### src/rtl/countdown_digit_scan.sv
// MM:SS BCD countdown timer with a free-running 4-digit display scan.
// Digit feeds a registered 7-seg decoder; anode is delayed one extra cycle to match it.
module countdown_digit_scan #(
  parameter int TICK_DIV = 50_000_000,
  parameter int SCAN_DIV = 50_000
) (
  input  logic        clk,
  input  logic        reset,
  input  logic        load,
  input  logic [15:0] load_value,
  input  logic        start,
  input  logic        pause,
  output logic [3:0]  Digit,
  output logic [3:0]  anode,
  output logic [15:0] count,
  output logic        running,
  output logic        done,
  output logic        load_err
);

  localparam int TW = (TICK_DIV > 1) ? $clog2(TICK_DIV) : 1;
  localparam int SW = (SCAN_DIV > 1) ? $clog2(SCAN_DIV) : 1;
  localparam logic [TW-1:0] TICK_LAST = TW'(TICK_DIV - 1);
  localparam logic [SW-1:0] SCAN_LAST = SW'(SCAN_DIV - 1);

  typedef enum logic [1:0] {IDLE, RUN, PAUSED, EXPIRED} state_t;

  state_t        state_q, state_d;
  logic [15:0]   count_q, count_d;
  logic [TW-1:0] presc_q, presc_d;
  logic          running_q, running_d;
  logic          done_q, done_d;
  logic          load_err_q, load_err_d;
  logic [SW-1:0] sctr_q, sctr_d;
  logic [1:0]    idx_q, idx_d;
  logic [3:0]    digit_q, digit_d;
  logic [3:0]    anode_pre_q, anode_pre_d;
  logic [3:0]    anode_q, anode_d;
  logic          load_ok;

  // One-second BCD decrement with sec10 borrowing to 5 (minutes roll at 60).
  function automatic logic [15:0] bcd_dec(input logic [15:0] v);
    logic [15:0] r;
    r = v;
    if (v[3:0] != 4'd0) r[3:0] = v[3:0] - 4'd1;
    else begin
      r[3:0] = 4'd9;
      if (v[7:4] != 4'd0) r[7:4] = v[7:4] - 4'd1;
      else begin
        r[7:4] = 4'd5;
        if (v[11:8] != 4'd0) r[11:8] = v[11:8] - 4'd1;
        else begin
          r[11:8]  = 4'd9;
          r[15:12] = v[15:12] - 4'd1;
        end
      end
    end
    return r;
  endfunction

  assign load_ok = (load_value[15:12] <= 4'd9) && (load_value[11:8] <= 4'd9) &&
                   (load_value[7:4]   <= 4'd5) && (load_value[3:0]  <= 4'd9);

  always_comb begin
    state_d    = state_q;
    count_d    = count_q;
    presc_d    = presc_q;
    done_d     = 1'b0;
    load_err_d = 1'b0;
    if (load) begin
      if (load_ok) begin
        count_d = load_value;
        presc_d = '0;
        state_d = IDLE;
      end else begin
        load_err_d = 1'b1;
      end
    end else if (start && state_q == IDLE) begin
      presc_d = '0;
      if (count_q == 16'h0000) begin
        state_d = EXPIRED;
        done_d  = 1'b1;
      end else begin
        state_d = RUN;
      end
    end else if (start && state_q == PAUSED) begin
      state_d = RUN;
    end else if (pause && state_q == RUN) begin
      state_d = PAUSED;
    end else if (state_q == RUN) begin
      if (presc_q == TICK_LAST) begin
        presc_d = '0;
        count_d = bcd_dec(count_q);
        if (count_q == 16'h0001) begin
          state_d = EXPIRED;
          done_d  = 1'b1;
        end
      end else begin
        presc_d = presc_q + TW'(1);
      end
    end
    running_d = (state_d == RUN);
  end

  always_comb begin
    sctr_d      = sctr_q + SW'(1);
    idx_d       = idx_q;
    if (sctr_q == SCAN_LAST) begin
      sctr_d = '0;
      idx_d  = idx_q + 2'd1;
    end
    digit_d     = 4'(count_q >> {idx_q, 2'b00});
    anode_pre_d = ~(4'b0001 << idx_q);
    anode_d     = anode_pre_q;
  end

  always_ff @(posedge clk) begin
    if (reset) begin
      state_q     <= IDLE;
      count_q     <= 16'h0000;
      presc_q     <= '0;
      running_q   <= 1'b0;
      done_q      <= 1'b0;
      load_err_q  <= 1'b0;
      sctr_q      <= '0;
      idx_q       <= 2'd0;
      digit_q     <= 4'd0;
      anode_pre_q <= 4'b1111;
      anode_q     <= 4'b1111;
    end else begin
      state_q     <= state_d;
      count_q     <= count_d;
      presc_q     <= presc_d;
      running_q   <= running_d;
      done_q      <= done_d;
      load_err_q  <= load_err_d;
      sctr_q      <= sctr_d;
      idx_q       <= idx_d;
      digit_q     <= digit_d;
      anode_pre_q <= anode_pre_d;
      anode_q     <= anode_d;
    end
  end

  assign Digit    = digit_q;
  assign anode    = anode_q;
  assign count    = count_q;
  assign running  = running_q;
  assign done     = done_q;
  assign load_err = load_err_q;

endmodule
### config.mk
export PLATFORM = sky130hd
export DESIGN_NAME = countdown_digit_scan
export DESIGN_NICKNAME = d
export VERILOG_FILES = /design/src/rtl/countdown_digit_scan.sv
export SDC_FILE = /design/constraint.sdc
export NUM_CORES = 1
export LEC_CHECK = 0
export CAP_MARGIN = 40
export CORE_MARGIN = 2
export CORE_UTILIZATION = 50
export CTS_CLUSTER_DIAMETER = 120
export DETAILED_ROUTE_END_ITERATION = 10
export PLACE_DENSITY = 0.87
export SETUP_SLACK_MARGIN = 0.5
export SLEW_MARGIN = 15
export SYNTH_ARGS = -nofsm -noshare
export SYNTH_HDL_FRONTEND = slang
export SYNTH_SLANG_ARGS = --single-unit
### constraint.sdc
create_clock -name clk -period 2 [get_ports clk]
set_input_delay 0.2 -clock clk [delete_from_list [all_inputs] [get_ports clk]]
set_output_delay 0.2 -clock clk [all_outputs]
set_load 0.02 [all_outputs]
After elaboration in Yosys (flattened, before gate mapping)
Index checks and enable logic that the tools add are counted. Widths: inputs -> output; s select.

$add $sub $neg: 7. Magnitude comparators: 4. Equality and inequality tests: 15. Shift-type cells: 2. Muxes and demuxes: 37. Bitwise operators: 2. Reduce and logical (&&, ||, !) cells: 22.

Operators by type and width (count): $mux 26 (7); $mux 16 (7); $add 26x1->26 const B (1); $eq 26x26->1 const B (1); $mux 2 (9); $add 16x1->16 const B (1); $eq 16x1->1 const B (1); $eq 16x16->1 const B (1); $logic_not 16->1 (1); $mux 4 (4); $shr 16x4->4 (1); $sub 4x1->4 const B (4); $le 4x4->1 const B (3); $mux 12 (1); $ne 2x2->1 const B (6); $reduce_bool 4->1 (3); $reduce_and 9->1 (1); $mux 1 (8); $mux 8 (1); $reduce_and 8->1 (1); $reduce_and 7->1 (1); $logic_and 1x1->1 (6); $ne 3x3->1 const B (2); $reduce_and 6->1 (1); other kinds (13) (17).

Register bits after elaboration: 77. Output and inout bits: 27.

Logic depth before layout (Yosys ltp)
Depth in word-level cells: 10. Mapped depth: 8.

Worst setup path after synthesis
No wires, ideal clock.

Path kind: reg-to-reg. Start: reg count_q[4], in the netlist count[4]. End: reg state_q[1]. Setup time: 0.076 ns. Arrival time: 2.164 ns. Required time: 1.924 ns. Setup slack: -0.240 ns. Cell stages (with the launch flop): 7. Period minus slack after synthesis: 2.240 ns. Path through: dfxtp_1 -> or3_4 -> or3_4 -> or3_4 -> o21a_1 -> or3_1 -> o22ai_1.

Word-level cells in the longest chain between the ends: 8.

Ends and longest elaborated chain: start: declaration (line 29) `logic [15:0] count_q, count_d;`; start signal: assignment (line 132) `count_q <= count_d;`; $eq 16x1->1 (line 94) `if (count_q == 16'h0001) begin`; $mux 2 (line 94); $mux 2 (line 91) `if (presc_q == TICK_LAST) begin`; $mux 2 (line 90) `end else if (state_q == RUN) begin`; $mux 2 (line 88) `end else if (pause && state_q == RUN) begin`; $mux 2 (line 86) `end else if (start && state_q == PAUSED) begin`; $mux 2 * (line 78) `end else if (start && state_q == IDLE) begin`; $mux 2 * (line 70) `if (load) begin`; end signal: assignment (line 131) `state_q <= state_d;`; end: declaration (line 28) `state_t state_q, state_d;`.

Mark *: on every way between the ends. The rest lies on a longest branch, timed or not. A chain may end at the register's enable or synchronous reset.

Worst setup path in the final report
Start: reg presc_q[8]. End: reg presc_q[25].

Word-level cells in the longest chain between the ends: 7.

Ends and longest elaborated chain: start: declaration (line 30) `logic [TW-1:0] presc_q, presc_d;`; start signal: assignment (line 133) `presc_q <= presc_d;`; $add 26x1->26 or $eq 26x26->1 (tied branches) (line 99, 91); $mux 26 * (line 91); $mux 26 * (line 90); $mux 26 * (line 88); $mux 26 * (line 86); $mux 26 * (line 78); $mux 26 * (line 70).

Mark *: on every way between the ends. The rest lies on a longest branch, timed or not. The select of a mux whose other input is x is not followed.

==> impl_metrics.sql <==
INSERT INTO impl_metrics (metric_group, metric, value, unit) VALUES
('run_status', 'status', 'complete, but fails checks', ''),
('run_status', 'violations', 'setup timing', ''),
('clock_network', 'cts-root-buf', 'clkbuf_8', ''),
('route', 'wl', '18700', 'um'),
('global_route', 'grt_use_met3', '0.0960', ''),
('clock_network', 'tritoncts.num_buffers', '9', ''),
('placed_design', 'placement.setup.worst_slack', '-0.265', 'ns'),
('timing', 'skew', '0.0142', 'ns'),
('route', 'dr.pass1.iters', '6', ''),
('die', 'die_height', '90.4', 'um'),
('cells_and_area', 'antennaDiodeCount', '0', ''),
('timing', 'timing.fmax', '0.419', 'GHz'),
('pwr', 'switchingPower', '1.04', 'mW'),
('pwr', 'power.total', '3.38', 'mW'),
('route', 'first_iter_violations', '491', ''),
('pwr', 'static_leakage', '2.51', 'nW'),
('logic_synthesis', 'seq_area_frac_synth', '0.413', ''),
('cells_and_area', 'syn_to_final_growth', '66.4', '%'),
('route', 'drc', '0', ''),
('pwr', 'p_int', '2.34', 'mW'),
('worst_setup_path', 'max_stage_delay', '0.56', 'ns'),
('worst_hold_path', 'hold_depth', '1', ''),
('logic_synthesis', 'yosysWarnings', '0', ''),
('route', 'vias', '4853', ''),
('worst_hold_path', 'hp-class', 'register to register', ''),
('pwr', 'share_comb_of_total_power', '0.211', ''),
('worst_setup_path', 'worst_r2r_path_depth', '7', ''),
('global_route', 'grt.overflow.total', '0', ''),
('logic_synthesis', 'postSynthNetCount', '472', ''),
('worst_setup_path', 'timing_worst_setup_path_type', 'register to register', ''),
('pwr', 'pwr-share-seq', '0.470', ''),
('worst_setup_path', 'arrival', '2.61', 'ns'),
('timing', 'maxSlewHeadroom', '0.533', ''),
('clock_network', 'cts_tree', 'yes', ''),
('logic_synthesis', 'asyncSetResetFlopFracSynth', '0', ''),
('logic_synthesis', 'edff_count_synth', '0', ''),
('global_route', 'grt_first_pass_wirelength', '23200', 'um'),
('timing', 'finalSetupViolations', '44', ''),
('worst_setup_path', 'worst-path-max-fanout', '7', ''),
('placed_design', 'detailed_place_hpwl', '7960', 'um'),
('global_route', 'number_of_antenna_violations_at_the_first_check_in_global_routing', '1', ''),
('logic_synthesis', 'syn-mean-instance-area', '8.42', 'um^2'),
('logic_synthesis', 'syn-instance-count', '443', ''),
('placed_design', 'port_buffers', '47', ''),
('job', 'cap_violations', '0', ''),
('worst_setup_path', 'critPathCaptureType', 'register', ''),
('pwr', 'power.density_cell_area', '545', 'nW/um^2'),
('cells_and_area', 'total_non_filler_cell_area_in_the_finished_layout', '6210', 'um^2'),
('global_route', 'busiest_layer_in_global_routing', 'met2', ''),
('timing', 'postLayoutSetupSlackWorst', '-0.385', 'ns'),
('die', 'floorplan.die_area', '8170', 'um^2'),
('route', 'avgRoutedWirePerCell', '26.4', 'um'),
('cells_and_area', 'final_standard_cell_count_with_taps_included_and_fillers_excluded', '707', ''),
('timing', 'worst_pin_slew', '0.696', 'ns'),
('timing', 'final_min_period_over_clock_period', '1.19', ''),
('die', 'placeableCoreArea', '7250', 'um^2'),
('worst_setup_path', 'crit_required', '2.23', 'ns'),
('placed_design', 'dpl.cell_count', '650', ''),
('worst_setup_path', 'cell_chain_critical_path', 'nand4_1, nor4_4, buf_4, nand4_1, nor3_1, xnor2_1, nor2_4', ''),
('timing', 'timing.final.max_slew_violations', '0', ''),
('placed_design', 'dpl_cell_area', '5010', 'um^2'),
('route', 'antenna_violating_nets_post_route', '0', ''),
('pwr', 'ir_drop', '0.430', 'mV'),
('die', 'placement_rows', '31', ''),
('die', 'ioPinCount', '48', ''),
('die', 'die-width', '90.4', 'um'),
('cells_and_area', 'final_nets', '632', ''),
('worst_setup_path', 'timing.critical_path.mode_cell', 'nand4_1', ''),
('logic_synthesis', 'synthesis.area', '3730', 'um^2'),
('pwr', 'power.switching_fraction', '0.308', ''),
('logic_synthesis', 'dominantRegCellSynth', 'dfxtp_1', '');
-- logic make-up after synthesis --
family,after synthesis,share of synthesized area
AND/OR/NAND/NOR,227,0.306
flip-flops,77,0.413
AO/OA/AOI/OAI,61,0.106
XOR/XNOR,39,0.0915
buffers and inverters,24,0.0241
adder cells (fa/ha/maj),8,0.0268
multiplexers,7,0.0332
-- Yosys cell counts, drive strengths merged (5+ instances only) --
| cell | n | area [um^2] |
|---|---|---|
| nor3 | 17 | 90.1 |
| and3 | 10 | 62.6 |
| nand4 | 18 | 113 |
| nor4 | 9 | 56.3 |
| or3 | 6 | 52.6 |
| and4 | 7 | 61.3 |
| nor2 | 76 | 285 |
| nand3 | 16 | 80.1 |
| inv | 9 | 33.8 |
| or2 | 5 | 31.3 |
| and2 | 6 | 37.5 |
| o21ai | 12 | 60.1 |
| nand2 | 42 | 158 |
| dfxtp | 77 | 1540 |
| xnor2 | 21 | 184 |
| nor4b | 5 | 43.8 |
| xor2 | 18 | 158 |
| clkbuf | 13 | 48.8 |
| a21oi | 20 | 100 |
| ha | 8 | 100 |
-- state kept, by name (all words and copies together), names as in the netlist --
register,flops
count,16
anode_d,4
done,1
Digit,4
anode,4
running,1
state_q,2
load_err,1
sctr_q,16
presc_q,26
idx_q,2
-- repair_timing --
item                                    4_1_cts  5_1_grt
hold buffers                                  0        0
pin swaps                                    12       32
resized for setup                            99       80
buffers inserted                             17       20
endpoints found under the setup margin       77       73
cloned                                        4        0
-- path summary, 6_finish.rpt --
check	from	to	slack, ns
setup / recovery	presc_q[8]	presc_q[25]	-0.38
hold / removal	anode_d[3]	anode[3]	0.42
setup reg to reg	presc_q[8]	presc_q[25]	-0.38
hold reg to reg	anode_d[3]	anode[3]	0.42
-- power groups by stage --
stage	Sequential (mW)	Clock, mW	Combinational [mW]
2_1_floorplan	1.64	0	0.195
4_1_cts	1.58	1.03	0.569
3_5_place_dp	1.62	0	0.435
5_1_grt	1.59	1.13	0.726
3_3_place_gp	1.61	0	0.415
6_report	1.59	1.08	0.715
-- metrics by stage --
step	util	hold WS (ns)
2_1_floorplan	-	0.351
3_3_place_gp	0.691	0.393
3_5_place_dp	0.691	0.399
4_1_cts	0.791	0.422
5_1_grt	0.856	0.442
6_report	0.856	0.421
-- layout make-up --
type / instances / area, um^2
Multi-Input combinational cell: 342 / 2750
Sequential cell: 77 / 1580
Timing Repair Buffer: 164 / 1550
Fill cell: 309 / 1050
Clock buffer: 10 / 128
Tap cell: 99 / 124
Clock inverter: 6 / 37.5
Inverter: 9 / 33.8
-- critical path, delay by kind of cell, from the launching register on --
family	cells	cell delay, ns
simple gates	5	1.08
buf+inv	1	0.21
flops	1	0.56
xor+xnor	1	0.38
-- layer usage --
layer  vias up  part of all wire
met1      2231              0.32
met3       250              0.11
met4         2              0.12
li1       1897                 -
met5         -           0.00070
met2       473              0.45
Note: power is estimated with default switching activity, not from simulation.
